File: src/rtl/ixu_pipe_gen_if.sv
// IXU execute pipe ports: issue handshake, early wakeup, bypass slots,
// ROB completion handshake and PMU counters.
interface ixu_pipe_gen_if #(
   parameter int C_STAGES = 1,
   parameter int P_W      = 6,
   parameter int ROB_W    = 5,
   parameter int C_CNT_W  = 32
);
   logic                          iss_valid_i;
   logic                          iss_ready_o;
   logic [ROB_W-1:0]              iss_rob_i;
   logic [3:0]                    iss_op_i;
   logic [P_W-1:0]                iss_dest_i;
   logic                          iss_wr_i;
   logic                          iss_imm_sel_i;
   logic [31:0]                   iss_imm_i;
   logic [31:0]                   rs1_data_i;
   logic [31:0]                   rs2_data_i;
   logic [P_W-1:0]                wakeup_dest_o;
   logic                          wakeup_valid_o;
   logic [C_STAGES:0]             fwd_valid_o;
   logic [(C_STAGES+1)*P_W-1:0]   fwd_dest_o;
   logic [(C_STAGES+1)*32-1:0]    fwd_data_o;
   logic                          cmp_valid_o;
   logic                          cmp_ready_i;
   logic [ROB_W-1:0]              cmp_rob_o;
   logic [C_CNT_W-1:0]            pmu_issue_cnt_o;
   logic [C_CNT_W-1:0]            pmu_stall_cnt_o;

   modport master (
      output iss_valid_i, iss_rob_i, iss_op_i, iss_dest_i, iss_wr_i,
      output iss_imm_sel_i, iss_imm_i, rs1_data_i, rs2_data_i, cmp_ready_i,
      input  iss_ready_o, wakeup_dest_o, wakeup_valid_o,
      input  fwd_valid_o, fwd_dest_o, fwd_data_o,
      input  cmp_valid_o, cmp_rob_o, pmu_issue_cnt_o, pmu_stall_cnt_o
   );

   modport slave (
      input  iss_valid_i, iss_rob_i, iss_op_i, iss_dest_i, iss_wr_i,
      input  iss_imm_sel_i, iss_imm_i, rs1_data_i, rs2_data_i, cmp_ready_i,
      output iss_ready_o, wakeup_dest_o, wakeup_valid_o,
      output fwd_valid_o, fwd_dest_o, fwd_data_o,
      output cmp_valid_o, cmp_rob_o, pmu_issue_cnt_o, pmu_stall_cnt_o
   );
endinterface

File: src/rtl/ixu_pipe_gen.sv
// Parametrised IXU integer execute pipe: ALU in EX, C_STAGES bypass
// stages after it, ROB completion with backpressure and PMU counters.
module ixu_pipe_gen #(
   parameter int C_STAGES = 1,
   parameter int P_W      = 6,
   parameter int ROB_W    = 5,
   parameter int C_CNT_W  = 32
) (
   input logic          core_clock_i,
   input logic          core_reset_i,
   input logic          core_flush_i,
   ixu_pipe_gen_if.slave io
);
   localparam int N = C_STAGES;

   logic                    stall;
   logic                    accept;
   logic [N:0]              v;
   logic [N:0]              w;
   logic [N:0][P_W-1:0]     dest;
   logic [N:0][ROB_W-1:0]   rob;
   logic [N:1][31:0]        sdata;
   logic [31:0]             a;
   logic [31:0]             b;
   logic [3:0]              op;
   logic [31:0]             alu;
   logic [C_CNT_W-1:0]      icnt;
   logic [C_CNT_W-1:0]      scnt;

   assign stall  = v[N] & ~io.cmp_ready_i;
   assign accept = io.iss_valid_i & ~stall;

   assign io.iss_ready_o     = ~stall;
   assign io.wakeup_dest_o   = io.iss_dest_i;
   assign io.wakeup_valid_o  = accept & io.iss_wr_i & (io.iss_dest_i != '0);
   assign io.cmp_valid_o     = v[N];
   assign io.cmp_rob_o       = rob[N];
   assign io.pmu_issue_cnt_o = icnt;
   assign io.pmu_stall_cnt_o = scnt;

   always_comb begin
      alu = '0;
      case (op)
         4'd0:    alu = a + b;
         4'd1:    alu = a - b;
         4'd2:    alu = a & b;
         4'd3:    alu = a | b;
         4'd4:    alu = a ^ b;
         4'd5:    alu = {31'b0, $signed(a) < $signed(b)};
         4'd6:    alu = {31'b0, a < b};
         4'd7:    alu = a << b[4:0];
         4'd8:    alu = a >> b[4:0];
         4'd9:    alu = $signed(a) >>> b[4:0];
         4'd10:   alu = b;
         default: alu = '0;
      endcase
   end

   always_ff @(posedge core_clock_i) begin
      if (core_reset_i) begin
         v     <= '0;
         w     <= '0;
         dest  <= '0;
         rob   <= '0;
         sdata <= '0;
         a     <= '0;
         b     <= '0;
         op    <= '0;
         icnt  <= '0;
         scnt  <= '0;
      end else begin
         if (!stall) begin
            v[0]    <= accept;
            w[0]    <= io.iss_wr_i;
            dest[0] <= io.iss_dest_i;
            rob[0]  <= io.iss_rob_i;
            a       <= io.rs1_data_i;
            b       <= io.iss_imm_sel_i ? io.iss_imm_i : io.rs2_data_i;
            op      <= io.iss_op_i;
            for (int i = 1; i <= N; i++) begin
               v[i]    <= v[i-1];
               w[i]    <= w[i-1];
               dest[i] <= dest[i-1];
               rob[i]  <= rob[i-1];
            end
            sdata[1] <= alu;
            for (int i = 2; i <= N; i++) sdata[i] <= sdata[i-1];
         end
         // Flush wins over both the shift and the stall hold.
         if (core_flush_i) v <= '0;
         if (accept && !core_flush_i && icnt != '1)
            icnt <= icnt + C_CNT_W'(1);
         if (stall && scnt != '1)
            scnt <= scnt + C_CNT_W'(1);
      end
   end

   for (genvar g = 0; g <= N; g++) begin : g_slot
      assign io.fwd_valid_o[g] = v[g] & w[g] & (dest[g] != '0);
      assign io.fwd_dest_o[g*P_W +: P_W] = dest[g];
   end

   assign io.fwd_data_o[31:0] = alu;
   for (genvar g = 1; g <= N; g++) begin : g_data
      assign io.fwd_data_o[g*32 +: 32] = sdata[g];
   end
endmodule

File: src/flat_wrapper.sv
// flat-port wrapper written by rule: the top's interface ports become plain ports
module ixu_pipe_gen_flat 
#(
   parameter int C_STAGES = 1,
   parameter int P_W      = 6,
   parameter int ROB_W    = 5,
   parameter int C_CNT_W  = 32
)
  (core_clock_i, core_reset_i, core_flush_i, io_iss_valid_i, io_iss_rob_i, io_iss_op_i, io_iss_dest_i, io_iss_wr_i, io_iss_imm_sel_i, io_iss_imm_i, io_rs1_data_i, io_rs2_data_i, io_cmp_ready_i, io_iss_ready_o, io_wakeup_dest_o, io_wakeup_valid_o, io_fwd_valid_o, io_fwd_dest_o, io_fwd_data_o, io_cmp_valid_o, io_cmp_rob_o, io_pmu_issue_cnt_o, io_pmu_stall_cnt_o);
  ixu_pipe_gen_if #(.C_STAGES(C_STAGES), .P_W(P_W), .ROB_W(ROB_W), .C_CNT_W(C_CNT_W)) io_i ();
  input logic core_clock_i;
  input logic core_reset_i;
  input logic core_flush_i;
  input wire logic [$bits(io_i.iss_valid_i)-1:0] io_iss_valid_i;
  input wire logic [$bits(io_i.iss_rob_i)-1:0] io_iss_rob_i;
  input wire logic [$bits(io_i.iss_op_i)-1:0] io_iss_op_i;
  input wire logic [$bits(io_i.iss_dest_i)-1:0] io_iss_dest_i;
  input wire logic [$bits(io_i.iss_wr_i)-1:0] io_iss_wr_i;
  input wire logic [$bits(io_i.iss_imm_sel_i)-1:0] io_iss_imm_sel_i;
  input wire logic [$bits(io_i.iss_imm_i)-1:0] io_iss_imm_i;
  input wire logic [$bits(io_i.rs1_data_i)-1:0] io_rs1_data_i;
  input wire logic [$bits(io_i.rs2_data_i)-1:0] io_rs2_data_i;
  input wire logic [$bits(io_i.cmp_ready_i)-1:0] io_cmp_ready_i;
  output wire logic [$bits(io_i.iss_ready_o)-1:0] io_iss_ready_o;
  output wire logic [$bits(io_i.wakeup_dest_o)-1:0] io_wakeup_dest_o;
  output wire logic [$bits(io_i.wakeup_valid_o)-1:0] io_wakeup_valid_o;
  output wire logic [$bits(io_i.fwd_valid_o)-1:0] io_fwd_valid_o;
  output wire logic [$bits(io_i.fwd_dest_o)-1:0] io_fwd_dest_o;
  output wire logic [$bits(io_i.fwd_data_o)-1:0] io_fwd_data_o;
  output wire logic [$bits(io_i.cmp_valid_o)-1:0] io_cmp_valid_o;
  output wire logic [$bits(io_i.cmp_rob_o)-1:0] io_cmp_rob_o;
  output wire logic [$bits(io_i.pmu_issue_cnt_o)-1:0] io_pmu_issue_cnt_o;
  output wire logic [$bits(io_i.pmu_stall_cnt_o)-1:0] io_pmu_stall_cnt_o;
  assign io_i.iss_valid_i = io_iss_valid_i;
  assign io_i.iss_rob_i = io_iss_rob_i;
  assign io_i.iss_op_i = io_iss_op_i;
  assign io_i.iss_dest_i = io_iss_dest_i;
  assign io_i.iss_wr_i = io_iss_wr_i;
  assign io_i.iss_imm_sel_i = io_iss_imm_sel_i;
  assign io_i.iss_imm_i = io_iss_imm_i;
  assign io_i.rs1_data_i = io_rs1_data_i;
  assign io_i.rs2_data_i = io_rs2_data_i;
  assign io_i.cmp_ready_i = io_cmp_ready_i;
  assign io_iss_ready_o = io_i.iss_ready_o;
  assign io_wakeup_dest_o = io_i.wakeup_dest_o;
  assign io_wakeup_valid_o = io_i.wakeup_valid_o;
  assign io_fwd_valid_o = io_i.fwd_valid_o;
  assign io_fwd_dest_o = io_i.fwd_dest_o;
  assign io_fwd_data_o = io_i.fwd_data_o;
  assign io_cmp_valid_o = io_i.cmp_valid_o;
  assign io_cmp_rob_o = io_i.cmp_rob_o;
  assign io_pmu_issue_cnt_o = io_i.pmu_issue_cnt_o;
  assign io_pmu_stall_cnt_o = io_i.pmu_stall_cnt_o;
  ixu_pipe_gen #(.C_STAGES(C_STAGES), .P_W(P_W), .ROB_W(ROB_W), .C_CNT_W(C_CNT_W)) u_core (.core_clock_i(core_clock_i), .core_reset_i(core_reset_i), .core_flush_i(core_flush_i), .io(io_i));
endmodule
File: config.mk
export PLATFORM = sky130hd
export DESIGN_NAME = ixu_pipe_gen_flat
export DESIGN_NICKNAME = d
export VERILOG_FILES = /design/src/rtl/ixu_pipe_gen_if.sv /design/src/rtl/ixu_pipe_gen.sv /design/src/flat_wrapper.sv
export SDC_FILE = /design/constraint.sdc
export NUM_CORES = 1
export LEC_CHECK = 0
export BUFFER_PORTS_ARGS = -buffer_cell sky130_fd_sc_hd__buf_4
export CAP_MARGIN = 20
export CELL_PAD_IN_SITES_DETAIL_PLACEMENT = 0
export CELL_PAD_IN_SITES_GLOBAL_PLACEMENT = 1
export CORE_MARGIN = 10
export CORE_UTILIZATION = 35
export CTS_BUF_LIST = sky130_fd_sc_hd__clkbuf_8
export DETAILED_ROUTE_END_ITERATION = 12
export GPL_TIMING_DRIVEN = 0
export PLACE_DENSITY_LB_ADDON = 0.1
export SKIP_LAST_GASP = 1
export SYNTH_ARGS = -nofsm -noshare
export SYNTH_HDL_FRONTEND = slang
export SYNTH_SLANG_ARGS = --single-unit
File: constraint.sdc
create_clock -name core_clock_i -period 5.1 [get_ports core_clock_i]
set_input_delay 0.765 -clock core_clock_i [delete_from_list [all_inputs] [get_ports core_clock_i]]
set_output_delay 0.765 -clock core_clock_i [all_outputs]
set_load 0.05 [all_outputs]
==> summary.md <==
| Metric | Value |
|---|---|
| Syn nets | between 2k and 3k |
| Drt pass-1 iters | 6 |
| IO Port Bufs | 271 |
| Clk sinks | between 150 and 200 |
| M1 GR Usage | 40.7% |
| Ys flop type | dfxtp_1 |
| Top cells by area, synth | dfxtp_1, ha_1, nor2_1 |
| Mapped cell area | 16800 sq um |
| RSZ-0062 raised after global routing | yes |
| Grt total ovfl | 0 |
| Crit Path Category | reg2out |
| Largest net degree at the start of global routing | 19 |
| Yosys reg bits | 190 |
| Leak pwr | 8.73 nW |
| Gpl congestion | 1.04 |
| Antenna-violating nets left | 0 |
| Hpwl dp | 74.8 mm |
| Avg Vias per Cell | 6.13 |
| Number of global-route vias before repair | 18.8k |
| Final WL | 93.5 mm |
| Power per cell area | 241 nW/um^2 |
| Setup_tns | -0.00584 ns |
| Ports | 274 |
| GR Util All Layers | a little under a third |
| Worst hold slack | 0.349 ns |
| Final worst setup slack | -0.00584 ns |
| CTS root buf | clkbuf_8 |
| Most frequent cell after synthesis | nor2_1 |
| GR peak layer | met2 |
| Critical Path RT | approximately 4.3 ns |
| Worst-margin pin slew | 1.27 ns |
| Clock-pin slew on the worst setup and hold paths | approximately 0.11 ns |
| Run status | finished with violations |
| Clock tree from TritonCTS | done |
| Share of the synthesized area in the top cell type | a little under a quarter |
| Clock Tree Buf Depth | 2 |
| Fillers | 5003 |
| Synth cell types | between 80 and 90 |
| Commonest cells post-synth | nor2_1, nand2_1, a21oi_1, dfxtp_1, clkbuf_1 |
| Antenna violations before repair | 5 |
| Fin Clk Skew | 0.0222 ns |
| Die footprint | 57000 sq um |
| Maxcap violations | 0 |
| Slew HR | 15.7% |
| Met3 usage | under 10% |
| CP Capture Type | output port |
| Wire length of the first global-routing pass | 133 mm |
| Number of synthesized flops with an enable pin | 0 |
| Drt wl/cell | 29.0 microns |
| Core box area | 47500 sq um |
| Startpoint Class | flip-flop |
| Non-Filler Instances | 3222 |
| Failing checks | setup timing |
| Final setup viols | 1 |
| Placed Cells | 3170 |
| Synth warn | 0 |
| H-tree Lvls | 4 |
| Fin crit share | 100% |
| Async S/R FF share, synth | 0% |
| Initial core utilization | 35.3% |
| Inserted Clock Buffers | 17 |
| Crit path arrival time | about 4.3 ns |
| Vias | ~20k |
| Met2 usage | between 40% and 50% |
| Post-layout nets | ~2.8k |
| Sequential cell area fraction in the yosys report | 22.7% |
| Pre-CTS setup slack | -1.38 ns |
| Cell count after synthesis | between 2k and 2.5k |
| CTS Hold Bufs | 0 |
| Skew-Pair Late Insertion Delay | 0.60 ns |
| Rows | 80 |
| Die Span Y | approximately 240 microns |
| Drt initial violations | 2104 |
| Area growth from synthesis to layout | 23.7% |
| Fin. Hold Viols | 0 |
| Max FO, Critical Path | 10 |
| Max IR drop VDD | 0.164 mV |
| Worst hold path type | in2reg |
| Final Power | 4.99 mW |
| Share of layout cells above drive strength 1 | 20.7% |
| # DRC | 0 |
| Chip width | 239 microns |
| Max Fclk | ~0.20 GHz |
| Period minus WS final | between 5 and 6 ns |
| Yosys top cell by area | dfxtp_1 |
| Fin. max-slew vios | 0 |
| Average size of a mapped cell | 7.34 sq um |
state kept, by name (all words and copies together), names as in the netlist:
name / cells
u_core.io.pmu_stall_cnt_o: 32
u_core.sdata: 32
u_core.io.pmu_issue_cnt_o: 32
u_core.w: 2
u_core.rob: 5
u_core.b: 32
u_core.io.fwd_dest_o: 12
u_core.op: 4
u_core.v: 2
u_core.io.cmp_rob_o: 5
u_core.a: 32
placed cells by master (no fill, tap or decap), drive strengths merged, types with 28 or more instances in the layout:
cell,synthesis,routed
buf,53,345
nor2,304,304
nand2,288,288
a21oi,193,193
dfxtp,190,190
clkbuf,133,149
o21ai,145,145
inv,103,108
ha,105,105
mux2i,75,75
a211oi,59,59
nand3,51,51
nor3,49,49
mux4,41,41
xor2,38,38
nand4,33,33
a22oi,28,28
a31oi,28,28
worst paths after layout:
path	from	end	slack, ns	cells after the start
setup / recovery	u_core.a[22]$_SDFFE_PP0N_	io_fwd_data_o[28]	-0.006	13
hold / removal	core_flush_i	u_core.v[0]$_SDFFE_PP0N_	0.35	2
setup reg to reg	u_core.b[0]$_SDFFE_PP0N_	u_core.sdata[18]$_SDFFE_PP0N_	1.22	11
hold reg to reg	u_core.rob[1]$_SDFFE_PP0N_	u_core.io.cmp_rob_o[1]$_SDFFE_PP0N_	0.45	2
final cells by class:
type	instances	area, sq um	share of cell area [%]
inverters	104	398	1.92
repair buffers	298	2250	10.8
diodes	1	2.50	0.0121
flip-flops and latches	190	3850	18.6
plain buffers	179	900	4.34
clock buffers	18	248	1.19
clock inverters	14	196	0.947
well taps	615	769	3.71
multi-input cells	1803	12100	58.5
report_power, final:
part | switching, mW | internal, mW
registers | 0.131 | 1.56
logic | 1.41 | 0.698
clock network | 0.674 | 0.517
critical path, cell delays in order (launching register included):
cell and delay (ns):
dfxtp_1 0.63, inv_1 0.25, ha_1 0.39, clkbuf_1 0.33, nor2_2 0.34, nand3_1 0.16
a211oi_1 0.30, o21ai_2 0.17, a21boi_1 0.24, nor2_1 0.09, nor4b_2 0.16, o31ai_1 0.32
nand3_1 0.14, buf_4 0.22
what timing repair did:
action / in CTS / in global routing
setup endpoints to repair: 51 / 23
pin swaps: 12 / 9
setup buffers: 11 / 14
resized for setup: 122 / 56
metrics by stage:
stage | cell area, sq um | utilization [%]
5_1_grt | 20700 | 43.6
6_report | 20700 | 43.6
4_1_cts | 20500 | 43.1
2_1_floorplan | 16800 | -
3_5_place_dp | 19600 | 41.2
3_3_place_gp | 19600 | 41.2
per-layer routing:
layer	share of wire (%)	routed length, microns
met5	0.028	26
met4	5.2	4870
met1	41	38600
met2	43	40700
met3	10	9430
kinds of logic (layout without fill, tap and decap cells):
logic type / count (synthesis) / after routing / share of synthesized area [%]
simple gates: 849 / 849 / 22.5
mux: 140 / 140 / 11.6
xor+xnor: 59 / 59 / 3.08
buf+inv: 290 / 613 / 6.90
other cells: 0 / 1 / 0
flops: 190 / 190 / 22.7
fa+ha+maj: 107 / 107 / 8.08
compound gates: 648 / 648 / 25.2
Note: power is estimated with default switching activity, not from simulation.
